--- src/rtl/seq_multiplier_ctl.sv ---
// Iterative shift-add multiplier (signed/unsigned per op) with IDLE/BUSY/DONE handshake.
// Optional early termination when MULT_EARLY_TERM_EN is defined.
module seq_multiplier_ctl #(
  parameter int WIDTH = 32,
  parameter int CNT_W = $clog2(WIDTH+1)
) (
  input  logic                 clk,
  input  logic                 rst_n,
  input  logic                 start,
  input  logic                 is_signed,
  input  logic [WIDTH-1:0]     a,
  input  logic [WIDTH-1:0]     b,
  output logic                 in_ready,
  output logic                 busy,
  output logic                 done,
  output logic [2*WIDTH-1:0]   product
);

  typedef enum logic [1:0] {S_IDLE, S_BUSY, S_DONE} state_t;

  state_t             state;
  logic [WIDTH-1:0]   mcand;
  logic               sgn;
  logic [CNT_W-1:0]   cnt;

  logic               last, ext, ext_a, accept;
  logic [WIDTH:0]     hi, m, sum;
  logic [2*WIDTH-1:0] step_nxt, early_nxt;
  logic               early;

  assign in_ready = (state != S_BUSY);
  assign busy     = (state == S_BUSY);
  assign done     = (state == S_DONE);
  assign accept   = start && in_ready;

  // product[2W-1:W] is the running partial sum, product[W-1:0] the unconsumed multiplier bits
  always_comb begin
    last     = (cnt == CNT_W'(WIDTH-1));
    ext      = sgn & product[2*WIDTH-1];
    ext_a    = sgn & mcand[WIDTH-1];
    hi       = {ext, product[2*WIDTH-1:WIDTH]};
    m        = {ext_a, mcand};
    // the multiplier MSB carries negative weight in two's complement
    sum      = (last && sgn) ? (hi - m) : (hi + m);
    step_nxt = product[0] ? {sum, product[WIDTH-1:1]} : {ext, product[2*WIDTH-1:1]};
  end

`ifdef MULT_EARLY_TERM_EN
  logic               b_msb;
  logic [WIDTH-1:0]   rem_mask;
  logic [CNT_W-1:0]   shamt;
  logic [2*WIDTH:0]   shifted;

  always_comb begin
    rem_mask  = {WIDTH{1'b1}} >> cnt;
    early     = ((product[WIDTH-1:0] & rem_mask) == '0) && (!sgn || !b_msb);
    shamt     = CNT_W'(WIDTH) - cnt;
    shifted   = $signed({ext, product}) >>> shamt;
    early_nxt = shifted[2*WIDTH-1:0];
  end
`else
  always_comb begin
    early     = 1'b0;
    early_nxt = step_nxt;
  end
`endif

  always_ff @(posedge clk or negedge rst_n) begin
    if (!rst_n) begin
      state   <= S_IDLE;
      product <= '0;
      cnt     <= '0;
      mcand   <= '0;
      sgn     <= 1'b0;
`ifdef MULT_EARLY_TERM_EN
      b_msb   <= 1'b0;
`endif
    end else begin
      case (state)
        S_BUSY: begin
          cnt <= cnt + 1'b1;
          if (early) begin
            product <= early_nxt;
            state   <= S_DONE;
          end else begin
            product <= step_nxt;
            if (last) state <= S_DONE;
          end
        end
        default: begin
          if (accept) begin
            mcand   <= a;
            sgn     <= is_signed;
            product <= {{WIDTH{1'b0}}, b};
            cnt     <= '0;
`ifdef MULT_EARLY_TERM_EN
            b_msb   <= b[WIDTH-1];
`endif
            state   <= S_BUSY;
          end else begin
            state   <= S_IDLE;
          end
        end
      endcase
    end
  end

endmodule

--- config.mk ---
export PLATFORM = sky130hd
export DESIGN_NAME = seq_multiplier_ctl
export DESIGN_NICKNAME = d
export VERILOG_FILES = /design/src/rtl/seq_multiplier_ctl.sv
export SDC_FILE = /design/constraint.sdc
export NUM_CORES = 1
export LEC_CHECK = 0
export BUFFER_PORTS_ARGS = -buffer_cell sky130_fd_sc_hd__buf_2
export CAP_MARGIN = 20
export CELL_PAD_IN_SITES_DETAIL_PLACEMENT = 1
export CELL_PAD_IN_SITES_GLOBAL_PLACEMENT = 1
export CORE_AREA = 2 2 132 134
export CTS_CLUSTER_DIAMETER = 100
export DETAILED_ROUTE_END_ITERATION = 10
export DIE_AREA = 0 0 134 136
export PLACE_DENSITY = 0.89
export SLEW_MARGIN = 20
export SYNTH_ARGS = -nofsm -noshare
export SYNTH_HDL_FRONTEND = slang
export SYNTH_SLANG_ARGS = --single-unit
--- constraint.sdc ---
create_clock -name clk -period 5.15 [get_ports clk]
set_clock_uncertainty 0.15 [all_clocks]
set_input_delay 0.515 -clock clk [delete_from_list [all_inputs] [get_ports clk]]
set_output_delay 0.515 -clock clk [all_outputs]
set_load 0.03 [all_outputs]
Word-level counts from Yosys, hierarchy flattened --
Cells that the tools add are included.
Storage, ports and cells: register bits 105, input port bits 68, output and inout bits 67, word-level logic and storage cells 29
Operators by class: $add $sub $neg 3, equal/unequal tests 5, mux-type cells 9, bitwise gates (word level) 3, reduce and logical (&&, ||, !) cells 4
Operator list (number):
- two-way mux 64 bit | 3
- adder 33 bit | 1
- two-way mux 33 bit | 1
- subtractor 33 bit | 1
- two-way mux 6 bit | 2
- adder 6 x 1 -> 6 bit (second input constant) | 1
- equality test 6 x 5 -> 1 bit (second input constant) | 1
- two-way mux 2 bit | 2
- != test 2 x 1 -> 1 bit (second input constant) | 2
- bitwise AND 1 bit | 2
- equality test 2 x 1 -> 1 bit (second input constant) | 1
- equality test 2 bit (second input constant) | 1
- logical AND 1 bit | 2
- AND reduction 2 bit | 1
- nonzero test 2 bit | 1
- two-way mux 1 bit | 1
- NOT 1 bit | 1

Depth between registers and ports, before layout --
Gate-level depths: netlist (run 1).
word-level depth 5, mapped depth 18, depth with buffers taken out 17

Worst setup path after synthesis (run 1) --
Ideal clock, no wire load.
path kind flip-flop to flip-flop, start point reg cnt[0], end point reg product[63], library setup time 71 ps, data arrival time 3739 ps, data required time 4929 ps, slack 1190 ps, cell stages (with the launch flop) 19, path buffers 3, clock period less this slack 3960 ps, path through dfrtp_1 -> ha_1 -> nand2_1 -> nor3_2 -> and2_1 -> clkbuf_1 -> clkbuf_1 -> nor2_1 -> xnor2_1 -> ha_1 -> clkbuf_1 -> a21oi_1 -> o21ai_1 -> a221o_1 -> a21o_1 -> a41oi_2 -> o31a_2 -> or4_1 -> nand4_1
On the way: cells in the longest elaborated chain, start to end 5
RTL lines:
- start: declaration | line 24 | logic [CNT_W-1:0] cnt;
- start signal: assignment | line 81 | cnt <= cnt + 1'b1;
- equality test 6 x 5 -> 1 bit | line 38 | last = (cnt == CNT_W'(WIDTH-1));
- logical AND 1 bit | line 44 | sum = (last && sgn) ? (hi - m) : (hi + m);
- two-way mux 33 bit | line 44
- two-way mux 64 bit | line 45 | step_nxt = product[0] ? {sum, product[WIDTH-1:1]} : {ext, product[2*WIDTH-1:1]};
- two-way mux 64 bit | line 79 | case (state)
- end signal: assignment | line 83 | product <= early_nxt;
- end signal: assignment | line 86 | product <= step_nxt;
- end signal: assignment | line 94 | product <= {{WIDTH{1'b0}}, b};
- end: declaration | line 16 | output logic [2*WIDTH-1:0] product
No other way between the ends. A chain may end at the register's enable or synchronous reset.

Worst setup path after layout (run 1) --
start point reg mcand[3], end point reg product[56]
On the way: cells in the longest elaborated chain, start to end 4, elaborated cells between the ends (all ways) 5, those cells by class add/sub: 2; mux: 3
RTL lines:
- start: declaration | line 22 | logic [WIDTH-1:0] mcand;
- start signal: assignment | line 73 | mcand <= '0;
- start signal: assignment | line 92 | mcand <= a;
- adder 33 bit or subtractor 33 bit (tied branches) | line 44
- two-way mux 33 bit (*) | line 44
- two-way mux 64 bit (*) | line 45
- two-way mux 64 bit (*) | line 79
Mark *: on every way between the ends. The rest lies on a longest branch, timed or not.

==> results of run 1 <==
[per-layer routing]
metal,share of wire [%],GRT usage [%],vias to the layer above
li1,-,-,3097
met3,6.0,5.854,37
met1,43,31.29,3283
met5,0,0,-
met2,49,44.25,190
met4,2.4,9.929,0
[registers in the layout, summed over array words and instances, names as in the netlist]
| name | cells |
|---|---|
| state | 2 |
| mcand | 32 |
| sgn | 1 |
| cnt | 6 |
| product | 64 |
[through the flow]
stage	area, sq um	total power [mW]
floorplan	7114	4.833
global placement	7978	5.885
detailed placement	7978	6.072
CTS	8298	6.922
global route	8298	7.489
finish	8298	6.944
[path summary, 6_finish.rpt]
kind | startpoint | endpoint | slack, ns | cells after the start
hold reg to reg | product[13]$_DFFE_PN0P_ | product[12]$_DFFE_PN0P_ | 0.36 | 2
min in group clk | a[20] | mcand[20]$_DFFE_PN0P_ | 0.23 | 2
hold / removal | rst_n | product[31]$_DFFE_PN0P_ | 0.10 | 1
setup reg to reg | mcand[3]$_DFFE_PN0P_ | product[56]$_DFFE_PN0P_ | 0.50 | 14
setup / recovery | mcand[3]$_DFFE_PN0P_ | product[56]$_DFFE_PN0P_ | 0.50 | 14
max in group asynchronous | rst_n | product[61]$_DFFE_PN0P_ | 3.68 | 2
[power groups by stage]
stage               Sequential, mW  Combinational (mW)  Clock (mW)
floorplan                     2.07                2.77           0
global placement              1.72                4.16           0
detailed placement            1.74                4.34           0
CTS                           1.73                4.41       0.782
global route                  1.80                4.89       0.806
finish                        1.74                4.43       0.771
[logic make-up after synthesis]
kind of cell,share of synthesized area (%)
AOI/OAI and AO/OA,18.63
xor gates and xnor gates,6.648
adders and majority gates,6.261
buffers and inverters,3.130
DFF,36.93
muxes,11.29
and+or+nand+nor,17.11
[cell usage after synthesis, drive strengths merged, types with 2 or more instances]
cell / count / area [sq um]
o211ai: 3 / 22.52
mux2i: 42 / 420.4
nand2b: 3 / 18.77
o31ai: 8 / 60.06
nand4: 16 / 106.4
o21ai: 78 / 390.4
nor2: 46 / 172.7
a2111oi: 2 / 17.52
o31a: 3 / 28.78
nand3b: 9 / 67.56
o311ai: 2 / 25.03
nand2: 89 / 336.6
nor3b: 3 / 22.52
a41oi: 2 / 25.03
or3: 4 / 30.03
nand3: 13 / 65.06
nor4: 8 / 71.32
o21a: 7 / 52.55
or4: 6 / 56.30
buf: 11 / 46.29
a31o: 2 / 17.52
a21oi: 69 / 345.3
clkbuf: 32 / 120.1
a211o: 2 / 17.52
a31oi: 17 / 106.4
o21bai: 2 / 15.01
inv: 14 / 52.55
a211oi: 2 / 15.01
nor2b: 6 / 37.54
xnor2: 31 / 271.5
nor3: 15 / 80.08
a21o: 12 / 90.09
and3: 16 / 101.4
mux2: 34 / 382.9
xor2: 23 / 201.4
ha: 34 / 425.4
and2: 5 / 31.28
o41ai: 4 / 35.03
dfrtp: 105 / 2628
[cell type report]
type	count	area share [%]
clock buffers	11	3.046
clock inverters	5	0.8142
inverters	15	0.6785
multi-input cells	628	51.39
flip-flops and latches	105	31.66
well taps	225	3.393
repair buffers	144	9.017
[critical path, delay by kind of cell (launching register included)]
kind,cells,cell delay [ns]
AND/OR/NAND/NOR,6,1.84
AO/OA/AOI/OAI,5,1.37
XOR/XNOR,2,0.29
adder cells (fa/ha/maj),1,0.42
flip-flops,1,0.44
==> flow_summary.json, run 1 <==
{
  "fmax_mhz": 215.2,
  "synth_cells": 791,
  "postRouteAntennaNets": 0,
  "cts_resized": 0,
  "fin_crit_ns": 4.647,
  "critPathArrivalTime_ns": 4.72,
  "crit_type": "flop to flop",
  "ys_ff_latch": 105,
  "power.internal_mw": 3.319,
  "track_usage_pct": 25.68,
  "worstPathCellList": "nor4_2 -> nand2_1 -> nor4_1 -> nand2_1 -> o31ai_1 -> xor2_1 -> ha_1 -> nand2_1 -> a211o_1 -> a2111oi_0 -> nor2_1 -> o21ai_0 -> xnor2_1 -> o21ai_1",
  "tightestPinTransition_ns": 0.9324,
  "ys_warn_count": 0,
  "power_switching_mw": 3.625,
  "cts_max_path_buffers": 2,
  "fin_tns_setup_ns": 0,
  "timing.final.crit_share_pct": 90.24,
  "chipWidth_um": 134,
  "grt_pass1_wl_mm": 37.12,
  "portBuffers": 134,
  "leakage_nw": 3.960,
  "grt_max_degree": 97,
  "dp_hpwl_mm": 16.32,
  "layout.cells.non_filler": 1133,
  "start_util_pct": 42.16,
  "cp_slowest_cell": "nor4_1",
  "post-route-util_pct": 49.17,
  "synth-edff-count": 0,
  "core_sq_um": 16880,
  "drc": 0,
  "drt-total-wl_mm": 22.66,
  "fillerInstances": 2002,
  "antenna_found_initial": 0,
  "cap_violations": 0,
  "clock_latency_ns": 0.37,
  "drive_gt1_share_pct": 23.46,
  "vias_per_cell": 5.831,
  "clkPwrFrac_pct": 11.1,
  "setup_viol": 0,
  "swShare_pct": 52.21,
  "cts_buffers": 9,
  "placement_rows": 48,
  "slew_viol_final": 0,
  "htree_levels": 3,
  "cts_hold_buf": 0,
  "hold_viol": 0,
  "min_path_type": "input pin to async pin",
  "via_count": 6607,
  "seq_area_frac_synth_pct": 36.93,
  "worst_slack_ns": 0.5026,
  "cp.required_ns": 5.22,
  "synth_cell_type_count": 64,
  "crit_path_max_incr_delay_ns": 0.53,
  "synth_ff_type": "dfrtp_1",
  "die_h_um": 136,
  "clkSinkCount": 105,
  "clk_pin_slew_ns": 0.07,
  "post_drt_wl_per_cell_um": 20.00,
  "multi_input_area_sq_um": 4264,
  "num_antenna_cells": 0,
  "cts_tree": "built",
  "synth_area_sq_um": 7114,
  "pwr-share-seq_pct": 25.0,
  "status": "complete, no violations",
  "worstSetupEndpointType": "flop",
  "die_area_sq_um": 18220,
  "grt_pass1_vias": 7100,
  "syn_area_per_cell_sq_um": 8.994,
  "fin_nets": 1006,
  "grt.overflow.total": 0,
  "num_io_pins": 135,
  "hold-worst-slack_ns": 0.1012,
  "slew_headroom_pct": 37.84,
  "dr.pass1.iters": 5,
  "dp_slack_ns": 0.5883,
  "layout.area.seq_sq_um": 2628,
  "area_growth_pct": 16.64,
  "path_common_cell": "nand2_1",
  "async_flop_share_pct": 100.0,
  "rsz0062_at_grt": "false",
  "critPathMaxFanout": 6,
  "final_cell_mix": "buf_2 (133), dfrtp_1 (105), nand2_1 (88)",
  "start_kind": "flop",
  "mappedNetlistNets": 894,
  "cts-root-buf": "clkbuf_16",
  "comb_power_share_pct": 63.9,
  "vdd_drop_max_v": 0.0003342,
  "post_cts.repair.setup_buffers": 0,
  "layout_commonest_cell": "buf_2",
  "place.gp.congestion": 0.9201,
  "power.density_nw_per_um2": 836.8,
  "dpl.cell_count": 1117,
  "drt_iter0_markers": 316
}
No activity file was read; power rests on OpenSTA's default activity.
==> run 2, diff against run 1 <==
- CELL_PAD_IN_SITES_GLOBAL_PLACEMENT: 1 -> 2
- CORE_AREA: 2 2 132 134 -> 2 2 148 150
- DIE_AREA: 0 0 134 136 -> 0 0 150 152
- PLACE_DENSITY: 0.89 -> 0.88
==> flow_summary.json, run 2 (synthesized netlist as in run 1, its figures left out) <==
{
  "min_path_type": "input pin to async pin",
  "power_mw": 6.800,
  "cts_tree": "built",
  "start_kind": "flop",
  "cts_buffers": 9,
  "track_usage_pct": 19.99,
  "drc": 0,
  "top_register": "product",
  "rsz0062_at_grt": "false",
  "power.density_nw_per_um2": 814.4,
  "tightestPinTransition_ns": 1.167,
  "crit_type": "flop to flop",
  "chipWidth_um": 150,
  "fmax_mhz": 218.7,
  "cp_slowest_cell": "nor4_1",
  "dpl.cell_count": 1171,
  "die_area_sq_um": 22800,
  "worstPathCellList": "nor4_2 -> nand2_1 -> nor4_1 -> nand2_1 -> nand2_1 -> xor2_1 -> ha_1 -> a21o_1 -> a221o_1 -> a21o_1 -> a41oi_2 -> o31a_2 -> nor4_1 -> or3_1",
  "cp.required_ns": 5.25,
  "post_cts.repair.setup_buffers": 0,
  "cts_resized": 0,
  "grt_pass1_vias": 6694,
  "dp_hpwl_mm": 16.53,
  "drt-total-wl_mm": 22.44,
  "placement_rows": 54,
  "portBuffers": 134,
  "antenna_found_initial": 1,
  "die_h_um": 152,
  "cts_max_path_buffers": 2,
  "grt_pass1_wl_mm": 36.19,
  "critPathMaxFanout": 6,
  "start_util_pct": 33.32,
  "status": "complete, no violations",
  "fin_tns_setup_ns": 0,
  "slew_headroom_pct": 22.18,
  "fin_crit_ns": 4.572,
  "fin_nets": 1005,
  "drive_gt1_share_pct": 23.48,
  "cts_hold_buf": 0,
  "dr.pass1.iters": 4,
  "layout.cells.non_filler": 1188,
  "r2r-start": "mcand[3]$_DFFE_PN0P_",
  "hold_viol": 0,
  "grt_max_degree": 79,
  "setup_viol": 0,
  "vias_per_cell": 5.428,
  "area_growth_pct": 17.36,
  "cts-root-buf": "clkbuf_16",
  "vdd_drop_max_v": 0.0003301,
  "clock_latency_ns": 0.38,
  "core_sq_um": 21350,
  "htree_levels": 3,
  "slew_viol_final": 0,
  "fillerInstances": 2547,
  "num_io_pins": 135,
  "timing.final.crit_share_pct": 88.78,
  "final_cell_mix": "buf_2 (133), dfrtp_1 (105), nand2_1 (88)",
  "clkSinkCount": 105,
  "drt_iter0_markers": 303,
  "postRouteAntennaNets": 0,
  "grt.overflow.total": 0,
  "leakage_nw": 3.940,
  "startpoint": "mcand[3]$_DFFE_PN0P_",
  "critPathArrivalTime_ns": 4.67,
  "place.gp.congestion": 0.9063,
  "layout_commonest_cell": "buf_2",
  "cap_violations": 0,
  "via_count": 6449,
  "path_common_cell": "nand2_1",
  "post_drt_wl_per_cell_um": 18.88,
  "reg_top3": "product x64, mcand x32, cnt x6",
  "crit_path_max_incr_delay_ns": 0.50,
  "worstSetupEndpointType": "flop",
  "largest_reg_flops": 64,
  "clk_pin_slew_ns": 0.08
}
==> run 2: worst max-delay path, delay by kind of cell, from the launching register on <==
family,cells,cell delay (ns)
AOI/OAI and AO/OA,5,1.28
xor gates and xnor gates,1,0.19
adders and majority gates,1,0.33
DFF,1,0.45
and+or+nand+nor,7,2.06
==> run 2: path summary, 6_finish.rpt <==
check                                          endpoint  slack, ns  cells past startpoint
worst max-delay path            product[61]$_DFFE_PN0P_       0.58                     14
worst min-delay path            product[26]$_DFFE_PN0P_       0.14                      1
worst max register to register  product[61]$_DFFE_PN0P_       0.58                     14
worst min register to register  product[10]$_DFFE_PN0P_       0.36                      2
max in group asynchronous       product[60]$_DFFE_PN0P_       3.68                      2
min in group clk                   mcand[1]$_DFFE_PN0P_       0.22                      2
==> run 2: through the flow <==
step           area (sq um)  hold slack (ns)  utilization [%]  setup WS [ns]
6_report               8349           0.1366            39.11         0.5777
5_1_grt                8347           0.2088            39.09         0.2244
4_1_cts                8347           0.1832            39.09         0.6389
3_5_place_dp           8041           0.3382            37.66         0.7415
3_3_place_gp           8041           0.3319            37.66         0.8574
2_1_floorplan          7114          0.06941                -          1.190
==> run 2: layout make-up <==
cell class / instances / area, sq um / share of cell area [%]
inverter: 15 / 56.30 / 0.6744
timing repair buffer: 143 / 740.7 / 8.872
multi-input combinational: 628 / 4267 / 51.10
antenna: 1 / 2.502 / 0.02997
clock buffer: 9 / 225.2 / 2.697
tap: 280 / 350.3 / 4.196
clock inverter: 7 / 80.08 / 0.9591
sequential: 105 / 2628 / 31.47
==> run 2: metal layers <==
layer / global-route usage [%] / routed length (um) / vias up
met2: 32.38 / 10370 / 156
li1: - / - / 3097
met1: 26.64 / 10360 / 3173
met5: 0 / 0 / -
met3: 5.616 / 1360 / 23
met4: 4.223 / 345 / 0
==> run 2: report_power, final <==
part           internal, mW  switching (mW)
Clock                 0.347           0.374
Combinational          1.65            2.65
Sequential             1.24           0.540
